==> src/rtl/hazard_ctrl.sv <==
// hazard_ctrl: pipeline hazard detection for a 5-stage in-order core.
// Tracks the destination of the instructions ahead of ID in three small
// shadow stages (EX, MEM, WB), derives per-operand forwarding selects,
// detects load-use hazards that need a one-cycle stall, resolves the
// interaction with taken branches, and counts load-use stall cycles.
module hazard_ctrl #(
  parameter int CNT_W = 16
) (
  input  logic             cpu_clk,
  input  logic             cpu_rst_n,
  input  logic [4:0]       rs1_ID,
  input  logic [4:0]       rs2_ID,
  input  logic             re1_ID,
  input  logic             re2_ID,
  input  logic [4:0]       rd_ID,
  input  logic             we_ID,
  input  logic [1:0]       wsel_ID,
  input  logic             br_taken_EX,
  output logic             RAW_A_rR1,
  output logic             RAW_A_rR2,
  output logic             RAW_B_rR1,
  output logic             RAW_B_rR2,
  output logic             RAW_C_rR1,
  output logic             RAW_C_rR2,
  output logic             stall_PC,
  output logic             stall_IF_ID,
  output logic             flush_IF_ID,
  output logic             flush_ID_EX,
  output logic [CNT_W-1:0] stall_cnt
);

  // Write-back source encoding of the ID instruction.
  typedef enum logic [1:0] {
    WSEL_ALU  = 2'd0,
    WSEL_DRAM = 2'd1,
    WSEL_PC4  = 2'd2,
    WSEL_IMM  = 2'd3
  } wsel_e;

  // What a downstream stage needs to remember about its instruction.
  typedef struct packed {
    logic [4:0] rd;
    logic       we;
    logic       is_load;
  } stage_t;

  localparam stage_t BUBBLE = '{rd: 5'd0, we: 1'b0, is_load: 1'b0};

  stage_t           ex_q, ex_d;
  stage_t           mem_q, mem_d;
  stage_t           wb_q, wb_d;
  logic [CNT_W-1:0] stall_cnt_q, stall_cnt_d;

  // A stage supplies operand k only if it really writes, targets the same
  // non-zero register, and ID actually reads that operand.
  function automatic logic stage_match(input stage_t s, input logic [4:0] rs,
                                       input logic re);
    return s.we && (s.rd == rs) && (rs != 5'd0) && re;
  endfunction

  logic ex_m1, ex_m2, mem_m1, mem_m2, wb_m1, wb_m2;
  logic load_use;
  logic raw_a1, raw_a2, raw_b1, raw_b2, raw_c1, raw_c2;

  // Per-stage operand matches and the load-use condition.
  always_comb begin
    ex_m1    = stage_match(ex_q,  rs1_ID, re1_ID);
    ex_m2    = stage_match(ex_q,  rs2_ID, re2_ID);
    mem_m1   = stage_match(mem_q, rs1_ID, re1_ID);
    mem_m2   = stage_match(mem_q, rs2_ID, re2_ID);
    wb_m1    = stage_match(wb_q,  rs1_ID, re1_ID);
    wb_m2    = stage_match(wb_q,  rs2_ID, re2_ID);
    load_use = (ex_m1 || ex_m2) && ex_q.is_load;
  end

  // Forwarding selects: youngest producer wins, and nothing is forwarded
  // while a load-use stall is pending because ID is re-evaluated next cycle.
  always_comb begin
    // NOTE: every combinational output gets a default first so that no path
    // leaves it unassigned, which would otherwise infer a latch.
    raw_a1 = 1'b0;
    raw_a2 = 1'b0;
    raw_b1 = 1'b0;
    raw_b2 = 1'b0;
    raw_c1 = 1'b0;
    raw_c2 = 1'b0;
    if (!load_use) begin
      if (ex_m1)       raw_a1 = 1'b1;
      else if (mem_m1) raw_b1 = 1'b1;
      else if (wb_m1)  raw_c1 = 1'b1;
      if (ex_m2)       raw_a2 = 1'b1;
      else if (mem_m2) raw_b2 = 1'b1;
      else if (wb_m2)  raw_c2 = 1'b1;
    end
  end

  assign RAW_A_rR1 = raw_a1;
  assign RAW_A_rR2 = raw_a2;
  assign RAW_B_rR1 = raw_b1;
  assign RAW_B_rR2 = raw_b2;
  assign RAW_C_rR1 = raw_c1;
  assign RAW_C_rR2 = raw_c2;

  // Pipeline control: a taken branch kills the stall (the stalled
  // instruction is on the wrong path) and flushes both front registers.
  // The shadow stages are bubbles in reset, so only the branch input needs
  // masking to keep every control output quiet while reset is held.
  always_comb begin
    stall_PC    = load_use && !br_taken_EX && cpu_rst_n;
    stall_IF_ID = stall_PC;
    flush_ID_EX = (load_use || br_taken_EX) && cpu_rst_n;
    flush_IF_ID = br_taken_EX && cpu_rst_n;
  end

  // Next shadow state: shift down the pipe, inserting a bubble into EX
  // whenever ID/EX is flushed. Writes to x0 are dropped at entry.
  always_comb begin
    wb_d  = mem_q;
    mem_d = ex_q;
    ex_d  = BUBBLE;
    if (!flush_ID_EX) begin
      ex_d.rd      = rd_ID;
      ex_d.we      = we_ID && (rd_ID != 5'd0);
      ex_d.is_load = (wsel_e'(wsel_ID) == WSEL_DRAM);
    end
  end

  // Saturating count of load-use stall cycles.
  always_comb begin
    stall_cnt_d = stall_cnt_q;
    if (stall_PC && (stall_cnt_q != {CNT_W{1'b1}}))
      stall_cnt_d = stall_cnt_q + 1'b1;
  end

  assign stall_cnt = stall_cnt_q;

  // State registers with asynchronous clear to bubbles and a zero count.
  always_ff @(posedge cpu_clk or negedge cpu_rst_n) begin
    // NOTE: non-blocking assignments here so every flop samples the values
    // from before the edge, independent of statement order.
    if (!cpu_rst_n) begin
      ex_q        <= BUBBLE;
      mem_q       <= BUBBLE;
      wb_q        <= BUBBLE;
      stall_cnt_q <= '0;
    end else begin
      ex_q        <= ex_d;
      mem_q       <= mem_d;
      wb_q        <= wb_d;
      stall_cnt_q <= stall_cnt_d;
    end
  end

endmodule
==> config.mk <==
export PLATFORM = sky130hd
export DESIGN_NAME = hazard_ctrl
export DESIGN_NICKNAME = d
export VERILOG_FILES = /design/src/rtl/hazard_ctrl.sv
export SDC_FILE = /design/constraint.sdc
export NUM_CORES = 1
export LEC_CHECK = 0
export CAP_MARGIN = 20
export CORE_ASPECT_RATIO = 2
export CORE_MARGIN = 2
export CORE_UTILIZATION = 50
export CTS_BUF_LIST = sky130_fd_sc_hd__clkbuf_2 sky130_fd_sc_hd__clkbuf_4 sky130_fd_sc_hd__clkbuf_8
export DETAILED_ROUTE_END_ITERATION = 12
export PLACE_DENSITY = 0.79
export SYNTH_ARGS = -nofsm -noshare
export SYNTH_HDL_FRONTEND = slang
export SYNTH_SLANG_ARGS = --single-unit
==> constraint.sdc <==
create_clock -name cpu_clk -period 2.65 [get_ports cpu_clk]
set_clock_uncertainty 0.15 [all_clocks]
set_input_delay 0.3975 -clock cpu_clk [delete_from_list [all_inputs] [get_ports cpu_clk]]
set_output_delay 0.3975 -clock cpu_clk [all_outputs]
set_load 0.05 [all_outputs]
# Word-level counts from Yosys, hierarchy flattened
# Index checks and enable logic that the tools add are counted.
[op_classes] n_reduce_logical=31 n_eq_ne=8 n_mux=19 add_sub_neg=1
[op_table] cell="$eq 5x5->1" n=6
[op_table] cell="$logic_and 1x1->1" n=25
[op_table] cell="$mux 1" n=18
[op_table] cell="$add 16x1->16 const B" n=1
[op_table] cell="$ne 16x16->1 const B" n=1
[op_table] cell="$reduce_bool 5->1" n=3
[op_table] cell="$mux 7" n=1
[op_table] cell="$eq 2x1->1 const B" n=1
[op_table] cell="$logic_or 1x1->1" n=2
[op_table] cell="$logic_not 1->1" n=1
[word_totals] output_inout_bits=26 input_bits=23 regBits=35

# Longest topological paths before layout
# Gate-level depths: netlist of the first run.
[depth] depth_word=9 mapped_depth=6 depth_no_buf=6

# Worst setup path after synthesis of the first run
# Ideal clock, no wire load.
[synth_path] path_type="input port to output port" startpoint="input rs1_ID[1]" endpoint="output RAW_C_rR2" n_path_buf=0 slack_ps=-842 cell_stages=5 arrival_ps=2944 cell_sequence="or4_4 > o21ai_4 > nor3_4 > a21o_1 > nor4_1"
[synth_via] elab_chain_len=7 elab_cells_between_ends=8 cone_classes="eq/ne (1); mux (1); reduce/logical (6)"
[synth_rtl] element="from (decl)" line="11" rtl="input logic [4:0] rs1_ID,"
[synth_rtl] element="$eq 5x5->1" line="58" rtl="return s.we && (s.rd == rs) && (rs != 5'd0) && re;"
[synth_rtl] element="$logic_and 1x1->1" line="58"
[synth_rtl] element="$logic_and 1x1->1 * (2 in series)" line="58"
[synth_rtl] element="$logic_or 1x1->1 *" line="73" rtl="load_use = (ex_m1 || ex_m2) && ex_q.is_load;"
[synth_rtl] element="$logic_and 1x1->1 *" line="73"
[synth_rtl] element="$mux 1 *" line="87" rtl="if (!load_use) begin"
[synth_rtl] element="to (decl)" line="24" rtl="output logic RAW_C_rR2,"
# Mark *: on every way between the ends. The rest lies on a longest branch, timed or not.

# Worst setup path after layout of the first run
[layout_path] startpoint="input rs1_ID[0]" endpoint="output RAW_C_rR1"
[layout_via] elab_chain_len=8 elab_cells_between_ends=19 cone_classes="eq/ne (3); mux (4); reduce/logical (12)"
[layout_rtl] element="$eq 5x5->1" line="58"
[layout_rtl] element="$logic_and 1x1->1 (3 in series)" line="58"
[layout_rtl] element="$mux 1" line="90" rtl="else if (wb_m1) raw_c1 = 1'b1;"
[layout_rtl] element="$mux 1" line="89" rtl="else if (mem_m1) raw_b1 = 1'b1;"
[layout_rtl] element="$mux 1" line="88" rtl="if (ex_m1) raw_a1 = 1'b1;"
[layout_rtl] element="$mux 1 *" line="87"
[layout_rtl] element="to (decl)" line="23" rtl="output logic RAW_C_rR1,"
# Marks and branches as above.

==> summary.txt, run 1 <==
Global route
  – Vias in the first global route: 1795
  – First-pass GRT wire length: 8638 µm
  – GRT Total Usage: 29.04%
  – Grt ovf: 0
  – Initial antenna violation count: 0
  – Largest net degree at the start of global routing: 36

STA
  – Setup violations, final: 0
  – Fin worst setup slack: 0.01071 ns
  – Worst-Margin Slew: 0.5285 ns
  – Fin crit share: 99.60%
  – Slew headroom: 64.66%
  – Fmax: 378.9 MHz
  – Fin crit period: 2.639 ns
  – RSZ-0062 raised after global routing: yes
  – Slew Viols, Final: 0
  – Final Hold Fails: 0

Place
  – I/O Buffers: 48
  – Post-DP HPWL: 4044 µm
  – Gpl congestion: 0.8591
  – Dpl cells: 278
  – Pre-CTS setup slack: -0.2599 ns

Status
  – Status: complete, no violations

Floorplanning
  – Initial Util: 51.93%
  – I/O pin total: 49
  – Core Area: 3568 µm²
  – Std-Cell Rows: 31
  – Die span in y: 90.09 µm
  – Die Area: 4238 µm²
  – Die Span X: 47.05 µm

Clock tree
  – CTS tree: yes
  – Clock-pin slew on the worst setup and hold paths: 0.07 ns
  – Bufs on Longest Clock Path: 2
  – Post-CTS Hold Buffers: 0
  – CTS root buffer: clkbuf_8
  – Worst-Skew Late Latency: 0.29 ns
  – Total CTS buffers: 5
  – Clock Sinks: 35
  – H-tree levels: 2

Drt
  – Met2 WL post-DR: 3316 µm
  – Avg WL per Cell: 19.24 µm
  – Vias per inst: 5.555
  – Met3 wire length: 211 µm
  – DRC viols: 0
  – Post-route ant nets: 0
  – Pre-Repair DR Iteration Count: 4
  – Uppermost routed layer: met4
  – Via count: 1622
  – Iter 0 DRT Violations: 54
  – DRT met1 WL: 1867 µm
  – Total Wirelength: 5619 µm

Final layout
  – Diode count: 0
  – Layout net count: 266
  – Commonest non-fill, non-tap cell in the layout: dfrtp_1
  – Share of cells above drive strength 1: 30.86%
  – Synth-to-layout area growth: 55.64%
  – Fin util: 80.82%
  – Final cell count without fillers: 292
  – Most frequent cells in the layout: dfrtp_1 (35), clkdlybuf4s50_1 (29), buf_4 (28)

Power and ir drop
  – Sequential share of power: 47.8%
  – Power, Total: 1.203 mW
  – P_int: 0.9002 mW
  – Leak: 1.259 nW
  – Psw: 0.3027 mW
  – Peak VDD IR: 528.0 µV
  – Comb power frac: 16.5%
  – Clock power frac: 35.6%
  – Switching Share: 25.17%
  – Pwr Density: 417.1 nW/µm²

Hold path
  – Worst hold path type: register to register
  – WHS Path Cells: 0

Critical path
  – CP Class: input pin to output pin
  – Crit. End Element: output pin
  – Worst-path fanout max: 3
  – Reg2Reg Depth: 8
  – WP data required: 2.10 ns
  – Worst setup SP type: input pin
  – Crit path arrival time: 2.09 ns

Yosys
  – Asr flop ratio synth: 100.0%
  – Predominant post-synthesis flop cell: dfrtp_1
  – Syn_area_per_cell: 11.65 µm²
  – Warnings, synthesis: 0
  – Seq/Total Area, Yosys: 47.27%
  – Syn nets: 183
  – Post-synthesis register bit count: 35
  – Yosys cell types: 35
  – Cell count after synthesis: 159
  – Mapped cell area: 1853 µm²
  – Post-synth EDFFs: 0

Job
  – Maxcap violations: 0
## power by group through the flow
| stage | clock network [mW] | registers [mW] | logic (mW) |
|---|---|---|---|
| 2_1_floorplan | 0 | 0.582 | 0.0761 |
| 3_3_place_gp | 0 | 0.583 | 0.180 |
| 3_5_place_dp | 0 | 0.584 | 0.185 |
| 4_1_cts | 0.436 | 0.574 | 0.192 |
| 5_1_grt | 0.466 | 0.577 | 0.210 |
| 6_report | 0.429 | 0.575 | 0.199 |
## cell type report
| class | count | area [µm²] |
|---|---|---|
| repair buffers | 78 | 784.5 |
| flip-flops and latches | 35 | 875.8 |
| well taps | 49 | 61.31 |
| multi-input cells | 120 | 1051 |
| clock buffers | 8 | 103.9 |
| inverters | 2 | 7.507 |
| fillers | 230 | 684.4 |
## flip-flops by register name (all words and copies together) (netlist names)
signal and count:
wb_q 6, mem_q 6, stall_cnt 16, ex_q 7
## worst max-delay path: stages
cell	delay [ns]
clkdlybuf4s50_1	0.44
buf_4	0.18
xor2_1	0.17
nor4_2	0.20
nand3_1	0.18
nor4_4	0.33
buf_12	0.18
## per-layer routing
layer / global-route usage, % / vias to the layer above
met5: 0 / -
met4: 15.05 / 0
met3: 7.229 / 21
met2: 52.17 / 53
met1: 27.05 / 814
li1: - / 734
## kinds of logic (layout without fill, tap and decap cells)
group	count (synthesis)	after routing	share of synthesized area [%]
simple gates	63	63	23.09
xor+xnor	44	44	20.80
flops	35	35	47.27
compound gates	10	10	6.009
buf+inv	4	88	1.013
mux	2	2	1.148
fa+ha+maj	1	1	0.6751
## final timing paths
| kind | slack (ns) | end | startpoint |
|---|---|---|---|
| setup / recovery | 0.01 | RAW_C_rR1 | rs1_ID[0] |
| hold / removal | 0.26 | mem_q[1] | ex_q[1] |
| setup reg to reg | 0.40 | stall_cnt[15] | ex_q[2] |
| hold reg to reg | 0.26 | mem_q[1] | ex_q[1] |
| max in group asynchronous | 1.57 | ex_q[4] | cpu_rst_n |
| min in group asynchronous | 0.46 | stall_cnt[13] | cpu_rst_n |
## repair_timing
item | in CTS | in global routing
setup endpoints to repair | 7 | 7
setup buffers | 4 | 2
resized for setup | 18 | 7
pin swaps | 11 | 7
## synth_stat cells, types with 2 or more instances
| cell type | instances | area share, % |
|---|---|---|
| xor2_1 | 22 | 10 |
| nor4_1 | 8 | 2.7 |
| inv_1 | 2 | 0.41 |
| nor3b_1 | 2 | 0.81 |
| nand3_1 | 7 | 1.9 |
| a21o_1 | 2 | 0.81 |
| nor3_1 | 2 | 0.54 |
| xnor2_1 | 22 | 10 |
| and3_1 | 5 | 1.7 |
| or4_4 | 2 | 1.2 |
| dfrtp_1 | 35 | 47 |
| nand2_1 | 5 | 1.0 |
| nor2_1 | 7 | 1.4 |
| nor2b_1 | 5 | 1.7 |
| nor4_2 | 3 | 2.0 |
| nor3_4 | 2 | 1.8 |
| o21ai_4 | 2 | 1.8 |
| nand4_1 | 9 | 3.0 |
## stage by stage
step	area (µm²)	setup TNS [ns]	hold WS, ns
4_1_cts	2861	0	0.2545
2_1_floorplan	1914	-0.2471	-0.04809
3_3_place_gp	2700	-1.305	0.2250
6_report	2884	0	0.2649
5_1_grt	2884	-0.04574	0.2767
3_5_place_dp	2700	-1.905	0.2392
Power figures use the tool's default switching activity.
==> run 2, diff against run 1 <==
--- a/config.mk
+++ b/config.mk
@@ -7,9 +7,9 @@
 export LEC_CHECK = 0
 export CAP_MARGIN = 20
 export CORE_ASPECT_RATIO = 2
-export CORE_MARGIN = 2
 export CORE_UTILIZATION = 50
 export CTS_BUF_LIST = sky130_fd_sc_hd__clkbuf_2 sky130_fd_sc_hd__clkbuf_4 sky130_fd_sc_hd__clkbuf_8
+export CTS_CLUSTER_SIZE = 24
 export DETAILED_ROUTE_END_ITERATION = 12
 export PLACE_DENSITY = 0.79
 export SYNTH_ARGS = -nofsm -noshare
==> summary.txt, run 2 (synthesized netlist as in run 1, its figures left out) <==
Status
  – Status: complete, no violations

Critical path
  – Crit path launch: rs2_ID[1]
  – WP data required: 2.10 ns (about the same)
  – CP Class: input pin to output pin
  – Bufs and invs on worst path: 2 (-1)
  – CP max stage delay: 0.50 ns (+0.06 ns)
  – Worst reg2reg startpoint: ex_q[2]
  – Worst-path fanout max: 3 (unchanged)
  – Crit path arrival time: 2.07 ns (-0.02 ns)
  – Reg2Reg Depth: 8 (unchanged)
  – Crit path max-delay family: simple AND/OR/NAND/NOR gates
  – Crit. End Element: output pin
  – Crit-path slowest cell: or4_4
  – Worst setup SP type: input pin
  – Stages on worst setup path: 7 (unchanged)
  – Worst path cell trace: dlygate4sd2_1 -> or4_4 -> o21ai_4 -> nor3_4 -> a21o_1 -> nor3b_4 -> buf_12

Global route
  – Vias in the first global route: 1736 (-3.3%)
  – Grt ovf: 0 (unchanged)
  – Initial antenna violation count: 0 (unchanged)
  – Largest net degree at the start of global routing: 36 (unchanged)
  – First-pass GRT wire length: 8625 µm (-0.15%)
  – GRT Total Usage: 31.54% (+2.5 points)

Clock tree
  – H-tree levels: 2 (unchanged)
  – Clock Sinks: 35 (unchanged)
  – CTS root buffer: clkbuf_8
  – Bufs on Longest Clock Path: 2 (unchanged)
  – Worst-Skew Late Latency: 0.28 ns (about the same)
  – Clock-pin slew on the worst setup and hold paths: 0.07 ns (about the same)
  – Post-CTS Hold Buffers: 0 (unchanged)
  – Total CTS buffers: 5 (unchanged)
  – CTS tree: yes

Drt
  – Via count: 1570 (-3.2%)
  – Pre-Repair DR Iteration Count: 4 (unchanged)
  – Total Wirelength: 5444 µm (-3.1%)
  – Post-route ant nets: 0 (unchanged)
  – Avg WL per Cell: 18.77 µm (-2.4%)
  – DRC viols: 0 (unchanged)
  – Iter 0 DRT Violations: 19 (-65%)
  – Vias per inst: 5.414 (-2.5%)

Power and ir drop
  – Pwr Density: 403.8 nW/µm² (-3.2%)
  – Peak VDD IR: 475.0 µV (-10%)
  – Leak: 1.242 nW (-1.4%)

STA
  – Fmax: 382.4 MHz (+0.93%)
  – Slew headroom: 64.97% (+0.31 points)
  – Fin crit share: 98.67% (-0.92 points)
  – Final Hold Fails: 0 (unchanged)
  – Fin crit period: 2.615 ns (-0.02442 ns)
  – Setup violations, final: 0 (unchanged)
  – Slew Viols, Final: 0 (unchanged)
  – RSZ-0062 raised after global routing: yes
  – WHS: 0.2603 ns (-0.004532 ns)
  – Worst-Margin Slew: 0.5238 ns (-0.004708 ns)

Floorplanning
  – Std-Cell Rows: 31 (unchanged)
  – I/O pin total: 49 (unchanged)
  – Die span in y: 88.09 µm (-2.2%)
  – Die Area: 3968 µm² (-6.4%)
  – Core Area: 3568 µm² (unchanged)
  – Die Span X: 45.05 µm (-4.3%)
  – Initial Util: 51.93% (unchanged)

Final layout
  – Layout net count: 264 (-0.75%)
  – Synth-to-layout area growth: 53.95%
  – Final cell count without fillers: 290 (-0.68%)
  – Post-Layout Inst Area: 2853 µm² (-1.1%)
  – Most frequent cells in the layout: dfrtp_1 (35), clkdlybuf4s50_1 (29), buf_4 (27)
  – Commonest non-fill, non-tap cell in the layout: dfrtp_1
  – Max reg flops: 16 (unchanged)
  – Share of cells above drive strength 1: 29.05% (-1.8 points)
  – Diode count: 0 (unchanged)

Hold path
  – Worst hold path type: register to register
  – WHS Path Cells: 0 (unchanged)
  – Worst Min Path Start: mem_q[1]

Place
  – DP Area: 2700 µm² (unchanged)
  – Gpl congestion: 0.9328 (+8.6%)
  – Dpl cells: 278 (unchanged)
  – Post-DP HPWL: 4172 µm (+3.2%)
  – I/O Buffers: 48 (unchanged)

Job
  – Maxcap violations: 0 (unchanged)
## run 2: per-stage QoR
stage / util, % / setup slack [ns] / setup TNS [ns] / power [mW]
final: 79.94 / 0.03513 / 0 / 1.152
after global routing: 79.94 / -0.03897 / -0.07463 / 1.200
after CTS: 79.77 / 0.01317 / 0 / 1.157
after detailed placement: 75.67 / -0.2509 / -1.851 / 0.7726
after global placement: 75.67 / -0.2410 / -1.391 / 0.7678
after floorplan: - / -0.1489 / -0.2471 / 0.6580
## run 2: path summary, 6_finish.rpt
kind	to	slack, ns
max	RAW_B_rR1	0.04
min	wb_q[1]	0.26
max reg2reg	stall_cnt[13]	0.40
min reg2reg	wb_q[1]	0.26
max in group asynchronous	stall_cnt[13]	1.51
min in group asynchronous	mem_q[6]	0.52
## run 2: what timing repair did
action	4_1_cts	5_1_grt
resized for setup	18	2
pin swaps	11	7
endpoints found under the setup margin	7	7
setup buffers	4	0
## run 2: worst register-to-register path, stage by stage, from the launching register on
cell and delay (ns):
dfrtp_1 0.43, xnor2_1 0.22, nand4_1 0.20, nor3_4 0.27, buf_6 0.17, nor2_8 0.06, buf_4 0.16, nor4_2 0.29
xor2_1 0.21
## run 2: power by group
group / switching [mW] / internal (mW)
combinational: 0.0970 / 0.0983
sequential: 0.0220 / 0.554
clock: 0.176 / 0.205
## run 2: metal layers
layer | vias up | part of all wire, % | track usage (%)
met4 | 0 | 4.8 | 15.43
met2 | 50 | 61 | 62.06
li1 | 724 | - | -
met5 | - | 0 | 0
met3 | 22 | 3.2 | 5.567
met1 | 774 | 31 | 28.15
## run 2: final cells by class
cell class	count	area (µm²)
fill	243	715.7
timing repair buffer	76	774.5
clock inverter	1	5.005
multi-input combinational	120	1045
sequential	35	875.8
tap	49	61.31
inverter	2	7.507
clock buffer	7	83.83
==> run 3, diff against run 2 <==
--- a/config.mk
+++ b/config.mk
@@ -12,6 +12,8 @@
 export CTS_CLUSTER_SIZE = 24
 export DETAILED_ROUTE_END_ITERATION = 12
 export PLACE_DENSITY = 0.79
+export SLEW_MARGIN = 20
 export SYNTH_ARGS = -nofsm -noshare
 export SYNTH_HDL_FRONTEND = slang
 export SYNTH_SLANG_ARGS = --single-unit
+export TNS_END_PERCENT = 100
==> constraint.sdc (replaced) <==
create_clock -name cpu_clk -period 3.33 [get_ports cpu_clk]
set_clock_uncertainty 0.15 [all_clocks]
set_input_delay 0.4995 -clock cpu_clk [delete_from_list [all_inputs] [get_ports cpu_clk]]
set_output_delay 0.4995 -clock cpu_clk [all_outputs]
set_load 0.05 [all_outputs]
==> summary.txt, run 3 (synthesized netlist as in run 1, its figures left out) <==
Critical path
  – CP Class: input pin to output pin
  – Crit-path slowest cell: or4_4
  – Crit path arrival time: 2.59 ns (+0.52 ns)
  – Worst reg2reg startpoint: ex_q[5]
  – Worst-path fanout max: 4 (+1)
  – Crit path max-delay family: simple AND/OR/NAND/NOR gates
  – Reg2Reg Depth: 7 (-1)
  – Stages on worst setup path: 8 (+1)
  – Reg2Reg Setup Slack: 1.19 ns (+0.79 ns)
  – CP max stage delay: 0.56 ns (+0.06 ns)
  – Worst path cell trace: clkdlybuf4s50_1 -> or4_4 -> o21ai_4 -> nor3_4 -> a21o_1 -> nor4_1 -> buf_4 -> buf_12
  – Bufs and invs on worst path: 3 (+1)
  – Worst setup SP type: input pin
  – FF-to-FF End: stall_cnt[5]
  – Crit path launch: rs1_ID[1]
  – Worst Setup EP: RAW_C_rR2
  – WP data required: 2.68 ns (+0.58 ns)
  – Crit. End Element: output pin

Global route
  – Grt ovf: 0 (unchanged)
  – Vias in the first global route: 1622 (-6.6%)
  – First-pass GRT wire length: 7541 µm (-13%)
  – Initial antenna violation count: 0 (unchanged)
  – GRT Total Usage: 26.88% (-4.7 points)
  – Largest net degree at the start of global routing: 37 (+2.8%)

Power and ir drop
  – Leak: 1.158 nW (-6.7%)
  – Comb power frac: 14.7% (-2.3 points)
  – Pwr Density: 338.7 nW/µm² (-16%)
  – Clock power frac: 34.9% (+1.8 points)
  – Power, Total: 0.9090 mW (-21%)
  – Switching Share: 27.60% (+2.0 points)
  – P_int: 0.6581 mW (-23%)
  – Peak VDD IR: 332.3 µV (-30%)
  – Sequential share of power: 50.3% (+0.3 points)
  – Psw: 0.2509 mW (-15%)

Clock tree
  – H-tree levels: 2 (unchanged)
  – Post-CTS Hold Buffers: 0 (unchanged)
  – Worst-Skew Late Latency: 0.29 ns (about the same)
  – Bufs on Longest Clock Path: 2 (unchanged)
  – CTS root buffer: clkbuf_8
  – Clock Sinks: 35 (unchanged)
  – Clock-pin slew on the worst setup and hold paths: 0.08 ns (about the same)
  – Total CTS buffers: 5 (unchanged)
  – CTS tree: yes

Final layout
  – Layout net count: 249 (-5.7%)
  – Most frequent cells in the layout: clkdlybuf4s50_1 (37), dfrtp_1 (35), xnor2_1 (22), xor2_1 (22), buf_4 (13)
  – Diode count: 0 (unchanged)
  – Share of cells above drive strength 1: 21.24% (-7.8 points)
  – Fin util: 75.21% (-4.7 points)
  – Commonest non-fill, non-tap cell in the layout: clkdlybuf4s50_1
  – Max reg flops: 16 (unchanged)
  – Synth-to-layout area growth: 44.83%
  – Post-Layout Inst Area: 2684 µm² (-5.9%)

Job
  – Maxcap violations: 0 (unchanged)

STA
  – Slew Viols, Final: 0 (unchanged)
  – Setup violations, final: 0 (unchanged)
  – Slew headroom: 64.69% (-0.28 points)
  – Fin crit share: 97.39%
  – Fmax: 308.3 MHz
  – Worst-Margin Slew: 0.5248 ns (+0.001012 ns)
  – Setup TNS Final: 0 ns (unchanged)
  – Final Hold Fails: 0 (unchanged)
  – Fin crit period: 3.243 ns
  – RSZ-0062 raised after global routing: no

Floorplanning
  – I/O pin total: 49 (unchanged)
  – Std-Cell Rows: 31 (unchanged)
  – Initial Util: 51.93% (unchanged)
  – Core Area: 3568 µm² (unchanged)
  – Die Span X: 45.05 µm (unchanged)
  – Die span in y: 88.09 µm (unchanged)
  – Die Area: 3968 µm² (unchanged)

Status
  – Status: complete, no violations

Drt
  – Pre-Repair DR Iteration Count: 4 (unchanged)
  – DRC viols: 0 (unchanged)
  – Post-route ant nets: 0 (unchanged)
  – Total Wirelength: 4708 µm (-14%)
  – Vias per inst: 5.451 (+0.69%)
  – Iter 0 DRT Violations: 29 (+10)
  – Avg WL per Cell: 17.12 µm (-8.8%)
  – Via count: 1499 (-4.5%)

Place
  – Post-DP HPWL: 3613 µm (-13%)
  – DP Area: 2581 µm² (-4.4%)
  – I/O Buffers: 48 (unchanged)
  – Gpl congestion: 0.9207 (-1.3%)

Hold path
  – Worst hold path type: register to register
==> run 3: cell types whose count changed in the layout (fill, tap and decap cells not counted), moves of 3 or more <==
cell,delta
buf_4,-14
clkdlybuf4s50_1,+8
clkdlybuf4s15_1,-4
dlygate4sd2_1,-4
nor4_1,+4
buf_6,-3
==> run 3: power by group through the flow <==
| stage | Combinational (mW) | Clock, mW | Sequential, mW |
|---|---|---|---|
| 2_1_floorplan | 0.0573 | 0 | 0.463 |
| 3_3_place_gp | 0.130 | 0 | 0.465 |
| 3_5_place_dp | 0.134 | 0 | 0.466 |
| 4_1_cts | 0.135 | 0.324 | 0.458 |
| 5_1_grt | 0.145 | 0.341 | 0.460 |
| 6_report | 0.134 | 0.317 | 0.458 |
==> run 3: how the worst min path moves through the flow <==
stage                   start  endpoint  slack, ns  cells past startpoint
floorplan           cpu_rst_n   ex_q[0]       0.05                      0
global placement     mem_q[1]   wb_q[1]       0.22                      0
detailed placement   mem_q[1]   wb_q[1]       0.23                      0
CTS                  mem_q[1]   wb_q[1]       0.25                      0
global route         mem_q[1]   wb_q[1]       0.27                      0
finish               mem_q[1]   wb_q[1]       0.25                      0
==> run 3: timing repair <==
| item | 4_1_cts | 5_1_grt |
|---|---|---|
| endpoints found under the setup margin | 0 | 1 |
| gates resized for setup | 0 | 2 |
| buffers inserted | 0 | 0 |
==> run 3: per-stage QoR <==
stage	setup WS [ns]	cells	hold WS [ns]
final	0.08677	275	0.2533
after floorplan	-0.3659	159	0.05391
after CTS	0.07856	275	0.2528
after global placement	0.1360	267	0.2208
after global routing	0.01578	275	0.2694
after detailed placement	0.08498	267	0.2349
==> run 3: layer usage <==
layer / vias up / part of all wire, % / GRT usage [%]
li1: 696 / - / -
met3: 17 / 3.1 / 4.124
met5: - / 0 / 0
met4: 0 / 4.7 / 17.36
met1: 730 / 36 / 27.11
met2: 56 / 56 / 48.22
==> run 3: area by class of cell <==
type | count | area [µm²]
Multi-Input combinational cell | 120 | 964.7
Fill cell | 248 | 884.6
Sequential cell | 35 | 875.8
Timing Repair Buffer | 61 | 680.7
Clock buffer | 5 | 68.82
Tap cell | 49 | 61.31
Clock inverter | 3 | 25.02
Inverter | 2 | 7.507
